**src/rtl/dpr16_fifo_pkg.sv**
```systemverilog
// Shared sizing and state type for the dpr16 FIFO controller.
// Imported by the controller top and its flag sub-module.
package dpr16_fifo_pkg;

  localparam int DEPTH  = 16;
  localparam int ADDR_W = 4;
  localparam int DATA_W = 2;
  localparam int CNT_W  = 5;

  typedef enum logic {
    ST_INIT,
    ST_RUN
  } state_t;

endpackage

```
**src/rtl/dpr16_fifo_flags.sv**
```systemverilog
// Occupancy counter plus registered almost-full/almost-empty flags.
// Ports: CK, RST, push, pop, flush in; count, afull, aempty out.
module dpr16_fifo_flags
  import dpr16_fifo_pkg::*;
#(
  parameter int AFULL_LEVEL  = 14,
  parameter int AEMPTY_LEVEL = 2
) (
  input  logic             CK,
  input  logic             RST,
  input  logic             push,
  input  logic             pop,
  input  logic             flush,
  output logic [CNT_W-1:0] count,
  output logic             afull,
  output logic             aempty
);

  logic [CNT_W-1:0] count_nxt;

  always_comb begin
    count_nxt = count;
    if (flush) begin
      count_nxt = '0;
    end else if (push && !pop) begin
      count_nxt = count + 1'b1;
    end else if (pop && !push) begin
      count_nxt = count - 1'b1;
    end
  end

  // Flags come from the next count so they line up with count.
  always_ff @(posedge CK) begin
    if (RST) begin
      count  <= '0;
      afull  <= 1'b0;
      aempty <= 1'b1;
    end else begin
      count  <= count_nxt;
      afull  <= count_nxt >= CNT_W'(AFULL_LEVEL);
      aempty <= count_nxt <= CNT_W'(AEMPTY_LEVEL);
    end
  end

endmodule

```
**src/rtl/dpr16_fifo_ctl.sv**
```systemverilog
// FWFT FIFO controller around a 16x2 dual-port distributed RAM.
// Ports: producer/consumer valid-ready, FLUSH, COUNT/flags, RAM pins.
module dpr16_fifo_ctl
  import dpr16_fifo_pkg::*;
#(
  parameter bit SCRUB        = 1'b1,
  parameter int AFULL_LEVEL  = 14,
  parameter int AEMPTY_LEVEL = 2
) (
  input  logic              CK,
  input  logic              RST,
  input  logic              PUSH_VALID,
  output logic              PUSH_READY,
  input  logic [DATA_W-1:0] PUSH_DATA,
  output logic              POP_VALID,
  input  logic              POP_READY,
  output logic [DATA_W-1:0] POP_DATA,
  input  logic              FLUSH,
  output logic [CNT_W-1:0]  COUNT,
  output logic              AFULL,
  output logic              AEMPTY,
  output logic              INIT_DONE,
  output logic [ADDR_W-1:0] RAM_WAD,
  output logic [DATA_W-1:0] RAM_DI,
  output logic              RAM_WRE,
  output logic              RAM_WPE,
  output logic [ADDR_W-1:0] RAM_RAD,
  input  logic [DATA_W-1:0] RAM_RDO
);

  localparam state_t RST_STATE = SCRUB ? ST_INIT : ST_RUN;

  state_t            state;
  state_t            state_nxt;
  logic [ADDR_W-1:0] scrub_cnt;
  logic [ADDR_W-1:0] scrub_nxt;
  logic [ADDR_W-1:0] wptr;
  logic [ADDR_W-1:0] rptr;
  logic [CNT_W-1:0]  count;
  logic              run;
  logic              full;
  logic              empty;
  logic              flush_run;
  logic              push_fire;
  logic              pop_fire;

  // Handshakes are held off while RST is asserted.
  assign run       = (state == ST_RUN) & ~RST;
  assign full      = count == CNT_W'(DEPTH);
  assign empty     = count == '0;
  assign flush_run = run & FLUSH;

  assign PUSH_READY = run & ~full & ~FLUSH;
  assign POP_VALID  = run & ~empty & ~FLUSH;
  assign push_fire  = PUSH_VALID & PUSH_READY;
  assign pop_fire   = POP_VALID & POP_READY;

  assign POP_DATA  = RAM_RDO;
  assign RAM_RAD   = rptr;
  assign RAM_WPE   = 1'b1;
  assign INIT_DONE = state == ST_RUN;
  assign COUNT     = count;

  always_ff @(posedge CK) begin
    if (RST) begin
      state     <= RST_STATE;
      scrub_cnt <= '0;
    end else begin
      state     <= state_nxt;
      scrub_cnt <= scrub_nxt;
    end
  end

  always_comb begin
    state_nxt = state;
    scrub_nxt = scrub_cnt;
    RAM_WAD   = wptr;
    RAM_DI    = '0;
    RAM_WRE   = 1'b0;
    unique case (state)
      ST_INIT: begin
        RAM_WAD   = scrub_cnt;
        RAM_WRE   = ~RST;
        scrub_nxt = scrub_cnt + 1'b1;
        if (scrub_cnt == ADDR_W'(DEPTH - 1)) begin
          state_nxt = ST_RUN;
        end
      end
      ST_RUN: begin
        RAM_DI  = run ? PUSH_DATA : '0;
        RAM_WRE = push_fire;
      end
      default: state_nxt = RST_STATE;
    endcase
  end

  always_ff @(posedge CK) begin
    if (RST || flush_run) begin
      wptr <= '0;
      rptr <= '0;
    end else begin
      if (push_fire) wptr <= wptr + 1'b1;
      if (pop_fire) rptr <= rptr + 1'b1;
    end
  end

  dpr16_fifo_flags #(
    .AFULL_LEVEL (AFULL_LEVEL),
    .AEMPTY_LEVEL(AEMPTY_LEVEL)
  ) u_flags (
    .CK    (CK),
    .RST   (RST),
    .push  (push_fire),
    .pop   (pop_fire),
    .flush (flush_run),
    .count (count),
    .afull (AFULL),
    .aempty(AEMPTY)
  );

endmodule

```
**config.mk**
```make
export PLATFORM = sky130hd
export DESIGN_NAME = dpr16_fifo_ctl
export DESIGN_NICKNAME = d
export VERILOG_FILES = /design/src/rtl/dpr16_fifo_pkg.sv /design/src/rtl/dpr16_fifo_flags.sv /design/src/rtl/dpr16_fifo_ctl.sv
export SDC_FILE = /design/constraint.sdc
export NUM_CORES = 1
export LEC_CHECK = 0
export CAP_MARGIN = 25
export CORE_ASPECT_RATIO = 1.4
export CORE_MARGIN = 2
export CORE_UTILIZATION = 43
export DETAILED_ROUTE_END_ITERATION = 10
export PLACE_DENSITY = 0.73
export SLEW_MARGIN = 20
export SYNTH_ARGS = -nofsm -noshare
export SYNTH_HDL_FRONTEND = slang
export SYNTH_SLANG_ARGS = --single-unit
```
**constraint.sdc**
```tcl
create_clock -name CK -period 3.94 [get_ports CK]
set_input_delay 1.182 -clock CK [delete_from_list [all_inputs] [get_ports CK]]
set_output_delay 1.182 -clock CK [all_outputs]
set_load 0.03 [all_outputs]
```
==> impl_metrics.toml <==
[run_status]
status = "complete, no violations"

[sta]
finalHoldViolCount = 0
period_needed_ns = 3.726
period_share_pct = 94.57
fmax_mhz = 268.4
maxSlewHeadroom_pct = 66.49
setup_tns_ns = 0
tightest_slew_ns = 0.4957
slew_viol_final = 0
rsz0062_at_grt = "false"
finalSetupViolCount = 0
skew_ns = 0.007825

[drt]
vias = 1017
drtIter0Drc = 10
drt-vias-per-instance = 5.189
drc = 0
ant_nets = 0
first_pass_iters = 4
drt_wl_total_mm = 2.422
wire_per_inst_um = 12.36

[synth]
synth_top_family_by_area = "simple AND/OR/NAND/NOR gates"
synth_top_area_cell = "dfxtp_1"
synth_fa_ha_area_share_pct = 5.353
synthMuxAreaShare_pct = 8.244
syn-cell-area_mm2 = 0.001169
ys_seq_elements = 20
synthSimpleGateAreaFrac_pct = 22.91
synth.top_cell.area_share_pct = 34.26
synth_warnings = 0
synth_xor_xnor_area_share_pct = 8.244
synthesis.nets = 148
async_reset_ff_share_pct = 0
synth_top_flop_cell = "dfxtp_1"
yosys-top-cells-area = "dfxtp_1 34%, nor2_1 5.5%, ha_1 5.4%"
syn_avg_cell_area_um2 = 8.721
synth_edf_count = 0
yosysSeqAreaShare_pct = 34.26
synth-compound-area-share_pct = 13.17
ys_types = 41
synthCells = 134

[die]
initial_core_util_pct = 44.69
core_mm2 = 0.002615
rows = 22
dieArea_mm2 = 0.003157
die_h_um = 65.69
die_w_um = 48.06
ios = 33

[min_path]
worstHoldPathType = "flop to flop"
hold_path_depth = 2

[clock_network]
clockBufferDepth = 2
clk_latency_ns = 0.30
cts_buffers = 3
cts_hold_buffers = 0
ctsResizeCount = 0
cts_tree = "built"
post_cts.repair.setup_buffers = 0
htreeDepth = 1
cts.clk_slew.worst_paths_ns = 0.10
clock-sinks = 20
cts_root_buffer = "clkbuf_4"

[grt]
overflow = 0
grt_max_degree = 16
grt_pass1_wl_mm = 4.105
grt_pass1_vias = 990
grt_use_total_pct = 17.63
antenna_found_initial = 0

[layout]
drive_above_1_share_pct = 13.13
area_growth_pct = 27.73
final_cell_mix = "22 x clkdlybuf4s50_1, 20 x dfxtp_1, 17 x nor2_1"
insertedDiodeCount = 0
final_common_cell = "clkdlybuf4s50_1"
fin_nets = 175
finalInstanceArea_mm2 = 0.001493

[setup_path]
crit_chain = "clkdlybuf4s50_1 -> nor3b_1 -> nand2_1 -> a21oi_1 -> o21bai_1 -> buf_4"
cpLargestDelayFamily = "buffers and inverters"
crit_slowest_cell = "clkdlybuf4s50_1"
cp_data_required_time_ns = 2.76
cp.arrival_ns = 2.54
cp_num_buf_inv = 2
reg2reg_depth = 8
end_kind = "primary output"
slowest_delay_ns = 0.45
critPathKind = "primary input to primary output"
critPathLaunchType = "primary input"
path_depth = 6
path_max_fanout = 3

[power_and_ir_drop]
vdd_ir_drop_max_mv = 0.1922
power.total_mw = 0.4087
leakagePower_nw = 0.5893
pwr_density_cell_mw_per_mm2 = 273.8

[placement]
io_buffers = 27
dp_hpwl_mm = 1.922
placed_cell_area_mm2 = 0.001440
routabilityCongestion = 0.8039

[job]
cap_violations = 0
report_power, final:
part | switching, mW | internal (mW) | leakage (nW)
Clock | 0.0607 | 0.103 | 0.0279
Combinational | 0.0202 | 0.0172 | 0.400
Sequential | 0.00284 | 0.205 | 0.162
registers in the layout, summed over array words and instances, names as in the netlist:
signal          flops
u_flags.count       5
RAM_RAD             4
scrub_cnt           4
wptr                4
INIT_DONE           1
u_flags.aempty      1
u_flags.afull       1
final timing paths:
kind,startpoint,endpoint,slack (ns)
worst max-delay path,FLUSH,RAM_WRE,0.21
worst min-delay path,wptr[3]$_SDFFE_PP0P_,wptr[3]$_SDFFE_PP0P_,0.52
worst max register to register,u_flags.count[0]$_SDFF_PP0_,u_flags.afull$_SDFF_PP0_,1.65
worst min register to register,wptr[3]$_SDFFE_PP0P_,wptr[3]$_SDFFE_PP0P_,0.52
cells in the mapped netlist, drive strengths merged, types with 5 or more instances:
| cell type | instances |
|---|---|
| dfxtp | 20 |
| ha | 5 |
| xor2 | 7 |
| inv | 7 |
| nand2 | 7 |
| a21oi | 8 |
| nor2 | 17 |
| mux2 | 5 |
| buf | 6 |
per-layer routing:
metal / track usage, % / up-vias / share of wire (%)
met2: 30.83 / 17 / 54
met3: 3.297 / 4 / 2.8
li1: - / 515 / -
met5: 0 / - / 0
met1: 19.52 / 481 / 42
met4: 7.432 / 0 / 1.1
final cells by class:
type	count	area, um^2
clock inverter	1	30.03
fill	242	1122
tap	36	45.04
inverter	7	26.28
multi-input combinational	98	680.7
clock buffer	3	22.52
timing repair buffer	31	287.8
sequential	20	400.4
through the flow:
| step | hold WS [ns] | worst slack, ns | util, % | std cells |
|---|---|---|---|---|
| final | 0.5177 | 0.2140 | 57.08 | 196 |
| after global routing | 0.5560 | 0.1020 | 57.08 | 196 |
| after CTS | 0.5226 | 0.2090 | 57.08 | 196 |
| after detailed placement | 0.4928 | 0.2280 | 55.07 | 192 |
| after global placement | 0.4965 | 0.2941 | 55.07 | 192 |
| after floorplan | 0.4736 | 0.2113 | - | 134 |
kinds of logic (layout without fill, tap and decap cells):
group           Yosys count  in the layout
simple gates             49             49
other cells               1              1
fa+ha+maj                 5              5
mux                       9              9
compound gates           23             23
xor+xnor                 11             11
buf+inv                  16             42
flops                    20             20
tightest hold or removal path, cell delays in order (launching register included):
cell	delay, ns
dfxtp_1	0.35
xor2_1	0.07
nor2_1	0.07
Power figures use the tool's default switching activity.
